## config.mk

```make
export PLATFORM = sky130hd
export DESIGN_NAME = q15_multiplier_flat
export DESIGN_NICKNAME = d
export VERILOG_FILES = /design/src/rtl/q15_multiplier_pkg.sv /design/src/rtl/q15_multiplier_if.sv /design/src/rtl/q15_multiplier_shift_add.sv /design/src/rtl/q15_multiplier.sv /design/src/flat_wrapper.sv
export SDC_FILE = /design/constraint.sdc
export NUM_CORES = 2
export LEC_CHECK = 0
export CELL_PAD_IN_SITES_DETAIL_PLACEMENT = 1
export CELL_PAD_IN_SITES_GLOBAL_PLACEMENT = 1
export CORE_UTILIZATION = 49
export CTS_BUF_LIST = sky130_fd_sc_hd__clkbuf_4
export CTS_CLUSTER_DIAMETER = 60
export CTS_CLUSTER_SIZE = 28
export DETAILED_ROUTE_END_ITERATION = 6
export PLACE_DENSITY_LB_ADDON = 0.1
export SKIP_CTS_REPAIR_TIMING = 1
export SYNTH_ARGS = -nofsm -noshare
export SYNTH_HDL_FRONTEND = slang
export SYNTH_SLANG_ARGS = --single-unit
```

## constraint.sdc

```tcl
create_clock -name clk -period 15.1 [get_ports clk]
set_input_delay 4.53 -clock clk [delete_from_list [all_inputs] [get_ports clk]]
set_output_delay 4.53 -clock clk [all_outputs]
set_load 0.02 [all_outputs]
```

## src/rtl/q15_multiplier_pkg.sv

```systemverilog
// Shared arithmetic definitions for the multiplier and its sibling divider.
// Latency: n/a (types and constants only).
// Backpressure: n/a.
package q15_multiplier_pkg;

   // Fractional bits of the Q format used by the arithmetic unit.
   localparam int Q15_FRAC_BITS = 15;

   // The divider uses the same op bit: 0 = div, 1 = mod.
   localparam logic OP_MUL_Q15 = 1'b0;
   localparam logic OP_MUL_INT = 1'b1;

   typedef enum logic [1:0] {
      IDLE   = 2'd0,
      RUN    = 2'd1,
      FINISH = 2'd2
   } mul_state_t;

endpackage

```

## src/rtl/q15_multiplier_if.sv

```systemverilog
// Launch/busy bus between the execute stage and the multiplier.
// Latency: n/a (wiring only).
// Backpressure: launch is only taken while busy=0; there is no queue.
//   master (execute stage): drives launch, op, a, b; reads busy, overflow, res
//   slave  (multiplier)   : reads launch, op, a, b; drives busy, overflow, res
interface q15_multiplier_if #(
   parameter int WIDTH = 64
);
   logic             launch;
   logic             op;
   logic [WIDTH-1:0] a;
   logic [WIDTH-1:0] b;
   logic             busy;
   logic             overflow;
   logic [WIDTH-1:0] res;

   modport master (
      output launch, op, a, b,
      input  busy, overflow, res
   );

   modport slave (
      input  launch, op, a, b,
      output busy, overflow, res
   );
endinterface

```

## src/rtl/q15_multiplier_shift_add.sv

```systemverilog
// Unsigned radix-2 shift-add multiplier core: one partial product per step.
// Latency: WIDTH steps after start; done pulses on the last step.
// Backpressure: none; the caller sequences start/step and ignores inputs otherwise.
//   start     : load magnitudes, clear accumulator and counter
//   step      : perform one iteration
//   mcand_in  : multiplicand magnitude, mplier_in: multiplier magnitude
//   acc       : 2*WIDTH-bit product, complete after the done step
//   done      : high on the step that performs the final iteration
module unsigned_shift_add_multiplier #(
   parameter int WIDTH = 64
) (
   input  logic               clk,
   input  logic               reset,
   input  logic               start,
   input  logic               step,
   input  logic [WIDTH-1:0]   mcand_in,
   input  logic [WIDTH-1:0]   mplier_in,
   output logic [2*WIDTH-1:0] acc,
   output logic               done
);
   localparam int CW = $clog2(WIDTH + 1);

   // The multiplicand is kept pre-shifted, which is equivalent to adding
   // mcand << counter without a barrel shifter in the datapath.
   logic [2*WIDTH-1:0] mcand_sh;
   logic [WIDTH-1:0]   mplier;
   logic [CW-1:0]      counter;

   assign done = step && (counter == CW'(WIDTH - 1));

   always_ff @(posedge clk) begin
      if (!reset) begin
         mcand_sh <= '0;
         mplier   <= '0;
         counter  <= '0;
         acc      <= '0;
      end else if (start) begin
         mcand_sh <= {{WIDTH{1'b0}}, mcand_in};
         mplier   <= mplier_in;
         counter  <= '0;
         acc      <= '0;
      end else if (step) begin
         if (mplier[0]) begin
            acc <= acc + mcand_sh;
         end
         mcand_sh <= mcand_sh << 1;
         mplier   <= mplier >> 1;
         counter  <= counter + CW'(1);
      end
   end
endmodule

```

## src/rtl/q15_multiplier.sv

```systemverilog
// Signed multi-cycle multiplier producing a Q15 or integer product with overflow flag.
// Latency: busy high for WIDTH+1 cycles after an accepted launch; result valid when busy falls.
// Backpressure: launch is ignored (not queued) while busy=1, including the edge busy falls.
//   clk, reset : rising-edge clock, synchronous active-low reset
//   bus.launch/op/a/b : request (op 0 = Q15, 1 = integer low WIDTH bits)
//   bus.busy/overflow/res : status and registered result, held until next launch
module q15_multiplier
   import q15_multiplier_pkg::*;
#(
   parameter int WIDTH     = 64,
   parameter int FRAC_BITS = Q15_FRAC_BITS
) (
   input  logic            clk,
   input  logic            reset,
   q15_multiplier_if.slave bus
);
   localparam int PW = 2 * WIDTH;

   mul_state_t state, state_nxt;

   logic             op_q;
   logic             neg_q;
   logic [WIDTH-1:0] res_q;
   logic             ovf_q;

   logic             accept;
   logic             core_step;
   logic             core_done;
   logic [WIDTH-1:0] a_mag;
   logic [WIDTH-1:0] b_mag;
   logic [PW-1:0]    acc;
   logic [PW-1:0]    prod;

   logic [WIDTH-FRAC_BITS:0] q_hi;
   logic [WIDTH:0]           i_hi;
   logic [WIDTH-1:0]         res_nxt;
   logic                     ovf_nxt;

   assign accept = (state == IDLE) && bus.launch;

   // Magnitudes as unsigned: negating the most negative value gives 2^(WIDTH-1),
   // which is exactly representable unsigned.
   assign a_mag = bus.a[WIDTH-1] ? -bus.a : bus.a;
   assign b_mag = bus.b[WIDTH-1] ? -bus.b : bus.b;

   unsigned_shift_add_multiplier #(
      .WIDTH (WIDTH)
   ) u_core (
      .clk       (clk),
      .reset     (reset),
      .start     (accept),
      .step      (core_step),
      .mcand_in  (a_mag),
      .mplier_in (b_mag),
      .acc       (acc),
      .done      (core_done)
   );

   // |product| <= 2^(2*WIDTH-2), so the 2*WIDTH-bit negation cannot wrap.
   assign prod = neg_q ? -acc : acc;

   // Bits above the kept field plus its sign bit; all equal means it fits.
   assign q_hi = prod[PW-1 : FRAC_BITS+WIDTH-1];
   assign i_hi = prod[PW-1 : WIDTH-1];

   always_comb begin
      res_nxt = '0;
      ovf_nxt = 1'b0;
      if (op_q == OP_MUL_INT) begin
         res_nxt = prod[WIDTH-1:0];
         ovf_nxt = !((&i_hi) || !(|i_hi));
      end else begin
         // Plain slice of the two's-complement product = floor toward -inf.
         res_nxt = prod[FRAC_BITS+WIDTH-1 : FRAC_BITS];
         ovf_nxt = !((&q_hi) || !(|q_hi));
      end
   end

   always_comb begin
      state_nxt = state;
      core_step = 1'b0;
      case (state)
         IDLE: begin
            if (bus.launch) state_nxt = RUN;
         end
         RUN: begin
            core_step = 1'b1;
            if (core_done) state_nxt = FINISH;
         end
         FINISH: begin
            state_nxt = IDLE;
         end
         default: begin
            state_nxt = IDLE;
         end
      endcase
   end

   always_ff @(posedge clk) begin
      if (!reset) begin
         state <= IDLE;
         op_q  <= 1'b0;
         neg_q <= 1'b0;
         res_q <= '0;
         ovf_q <= 1'b0;
      end else begin
         state <= state_nxt;
         if (accept) begin
            op_q  <= bus.op;
            neg_q <= bus.a[WIDTH-1] ^ bus.b[WIDTH-1];
         end
         if (state == FINISH) begin
            res_q <= res_nxt;
            ovf_q <= ovf_nxt;
         end
      end
   end

   assign bus.busy     = (state != IDLE);
   assign bus.res      = res_q;
   assign bus.overflow = ovf_q;
endmodule
```

## src/flat_wrapper.sv

```systemverilog
// flat-port wrapper written by rule: the top's interface ports become plain ports
module q15_multiplier_flat import q15_multiplier_pkg::*;
#(
   parameter int WIDTH     = 64,
   parameter int FRAC_BITS = Q15_FRAC_BITS
)
  (clk, reset, bus_launch, bus_op, bus_a, bus_b, bus_busy, bus_overflow, bus_res);
  q15_multiplier_if #(.WIDTH(WIDTH)) bus_i ();
  input  logic clk;
  input  logic reset;
  input wire logic [$bits(bus_i.launch)-1:0] bus_launch;
  input wire logic [$bits(bus_i.op)-1:0] bus_op;
  input wire logic [$bits(bus_i.a)-1:0] bus_a;
  input wire logic [$bits(bus_i.b)-1:0] bus_b;
  output wire logic [$bits(bus_i.busy)-1:0] bus_busy;
  output wire logic [$bits(bus_i.overflow)-1:0] bus_overflow;
  output wire logic [$bits(bus_i.res)-1:0] bus_res;
  assign bus_i.launch = bus_launch;
  assign bus_i.op = bus_op;
  assign bus_i.a = bus_a;
  assign bus_i.b = bus_b;
  assign bus_busy = bus_i.busy;
  assign bus_overflow = bus_i.overflow;
  assign bus_res = bus_i.res;
  q15_multiplier #(.WIDTH(WIDTH), .FRAC_BITS(FRAC_BITS)) u_core (.clk(clk), .reset(reset), .bus(bus_i));
endmodule
```

==> key figures <==
Outcome
  • Status: finished clean

Worst setup path
  • Critical path class: primary input to flip-flop
  • CP startpoint: bus_a[4]
  • FF-to-FF Start: u_core.u_core.acc[63]
  • Arr. time, crit path: 9.23 ns
  • Reg2reg end: u_core.bus.overflow
  • CP Launch Type: primary input
  • Crit path capture type: flip-flop
  • Worst setup path endpoint: u_core.u_core.mcand_sh[56]
  • Max FO, Critical Path: 7
  • Required time of the critical path: 15.91 ns
  • FF-to-FF path depth: 13
  • Reg2reg setup slack: 9.57 ns

Synth
  • Register area share after synthesis: 27.2%
  • Mapped Area: 0.0291 mm^2
  • Syn Inst Count: 4071
  • Mapped Nets: 4335
  • Avg Cell Area, Syn: 7.16 um^2
  • FF+latch count, synth: 396
  • Ys async rst share: 0%
  • Synth Warn #: 0
  • Main synth FF type: dfxtp_1
  • Number of synthesized flops with an enable pin: 0
  • Synth unique cells: 77

Power
  • VDD IR max: 83.0 uV
  • Leak Pwr: 11.6 nW
  • Cell Pwr Density: 72.0 mW/mm^2

Floorplanning
  • Die X: 246 um
  • Die height: 246 um
  • Placement Rows: 89
  • Initial Util: 49.5%
  • Die area: 0.0604 mm^2
  • I/O Pins: 198
  • Core area: 0.0589 mm^2

GRT
  • GRT overflow: 0
  • First-pass GRT wire length: 166 mm
  • Gr usage total: 34.3%
  • Vias in the first global route: 29200
  • Largest net degree at the start of global routing: 200
  • Initial antenna violation count: 1

Routing
  • WL final: 107 mm
  • Via density: 6.24
  • DR pass1 iterations: 5
  • Routed WL per cell: 22.0 um
  • Initial detailed-routing violation count: 1999
  • # DRC: 0
  • Post-route ant nets: 0
  • Vias: 30500

Place
  • Placed Area: 0.0314 mm^2
  • Placer Congestion: 0.965
  • Number of port buffers: 197
  • DPL Wire Length: 81.4 mm

Finish
  • Fillers: 7567
  • Area Growth Syn to Fin: 10.2%
  • Final Net Count: 4336
  • Share of cells above drive strength 1: 4.00%
  • Finished Cell Area: 0.0321 mm^2

Clocking
  • Clock tree sinks: 396
  • CTS Root Cell: clkbuf_4
  • CTS Buf Count: 42
  • Clock buffer depth: 3
  • CTS H-tree lvls: 2
  • CTS clk-pin slew, worst paths: 0.21 ns
  • Worst-skew pair later-pin latency: 0.91 ns
  • CTS tree: built

STA
  • Final Cycle Share: 55.7%
  • Worst slew margin: 19.6%
  • RSZ-0062 raised after global routing: false
  • Slew @ Worst Pin: 1.20 ns
  • Clock Skew: 0.0661 ns
  • Final Hold Vio Count: 0
  • Clock period minus worst slack: 8.41 ns
  • TNS Setup: 0 ns
  • # setup viols final: 0
  • FMAX: 0.119 GHz
  • Max-slew violation count: 0

Min path
  • Min-Delay Path Class: flip-flop to flip-flop

Run
  • Max-cap violations: 0
## cells in the final DEF, fill, tap and decap left out, types with 48 or more instances in the layout
master and instances:
or3_1 48, o31ai_1 68, xnor2_1 233, xor2_1 125, or4_1 54, nand2_1 838, dfxtp_1 394, ha_1 131
nand3_1 74, a21oi_1 417, a311oi_1 121, nor3_1 74, nand4_1 84, clkdlybuf4s50_1 195, o21ai_0 208, a21o_1 63
nor2_1 341, inv_1 64
## kinds of logic after synthesis
logic type,share of synthesized area (%)
DFF,27.2
buffers and inverters,4.35
and+or+nand+nor,26.0
xor gates and xnor gates,10.8
adders and majority gates,5.69
muxes,1.48
AOI/OAI and AO/OA,24.5
## critical path: stages
cell,delay (ns)
clkdlybuf4s50_1,0.46
nor4_1,0.40
nand2_1,0.18
or4_4,0.53
or3_1,0.42
or4_4,0.54
nand2b_4,0.19
or3_1,0.52
or3_1,0.42
or3_1,0.41
o21ai_1,0.18
xnor2_1,0.14
nor2_1,0.06
a311oi_1,0.25
## worst min-delay path by stage
stage	start	end	slack (ns)	cells past startpoint
after floorplan	u_core.u_core.counter[6]	u_core.state[1]	0.43	1
after global placement	u_core.bus.res[41]	u_core.bus.res[41]	0.44	2
after detailed placement	u_core.bus.res[59]	u_core.bus.res[59]	0.45	2
after CTS	u_core.u_core.mplier[47]	u_core.u_core.mplier[46]	0.46	2
after global routing	u_core.u_core.mcand_sh[87]	u_core.u_core.mcand_sh[88]	0.46	2
final	u_core.u_core.mplier[47]	u_core.u_core.mplier[46]	0.45	2
## synth_stat cells, types with 22 or more instances
cell / instances / area share (%)
dfxtp_1: 396 / 27
or2_2: 22 / 0.47
buf_1: 35 / 0.45
o41ai_1: 46 / 1.4
a21oi_1: 417 / 7.2
nand2_1: 841 / 11
nand4_1: 84 / 1.8
or4_1: 54 / 1.4
xor2_1: 125 / 3.8
a21o_1: 63 / 1.6
xnor2_1: 233 / 7.0
inv_1: 64 / 0.82
or3_1: 48 / 1.0
nor3_1: 74 / 1.3
o21bai_1: 39 / 1.0
a211oi_1: 30 / 0.77
clkbuf_1: 235 / 3.0
o211ai_1: 24 / 0.62
o31ai_1: 68 / 1.8
nor4_1: 42 / 0.90
mux2i_1: 42 / 1.4
o21ai_0: 208 / 3.6
ha_1: 131 / 5.6
nor2_1: 342 / 4.4
o21a_1: 22 / 0.57
a311oi_1: 121 / 3.6
nand3_1: 74 / 1.3
## through the flow
stage	hold slack [ns]	setup slack (ns)	utilization [%]	std cells	total power, mW
6_report	0.448	6.69	54.5	4881	2.31
2_1_floorplan	0.432	6.72	-	4071	1.44
3_3_place_gp	0.439	5.85	53.3	4801	1.60
4_1_cts	0.460	6.71	54.5	4878	2.32
5_1_grt	0.461	6.42	54.5	4880	2.41
3_5_place_dp	0.448	5.75	53.3	4801	1.61
## routing by layer
layer | wire [um] | global-route usage [%] | up-vias
met2 | 49100 | 55.5 | 791
met5 | 0 | 0 | -
li1 | - | - | 14600
met4 | 2890 | 10.4 | 0
met1 | 49400 | 47.5 | 14900
met3 | 5930 | 3.74 | 151
## flip-flops by register name, indices dropped and copies added, names as in the netlist
signal                  cells
u_core.bus.overflow         1
u_core.state                2
u_core.op_q                 1
u_core.u_core.mcand_sh    128
u_core.bus.res             64
u_core.u_core.acc         128
u_core.neg_q                1
u_core.u_core.counter       7
u_core.u_core.mplier       64
## area by class of cell
class / instances / area [um^2] / area share [%]
tap: 773 / 967 / 3.01
multi-input combinational: 3338 / 20000 / 62.3
inverter: 65 / 249 / 0.775
antenna: 3 / 7.51 / 0.0234
sequential: 396 / 7940 / 24.7
clock inverter: 33 / 408 / 1.27
timing repair buffer: 229 / 2210 / 6.90
clock buffer: 44 / 330 / 1.03
## report_power, final
part	internal [mW]	switching, mW
registers	1.08	0.0363
clock network	0.212	0.507
logic	0.169	0.307
total	1.46	0.850
Note: power is estimated with default switching activity, not from simulation.
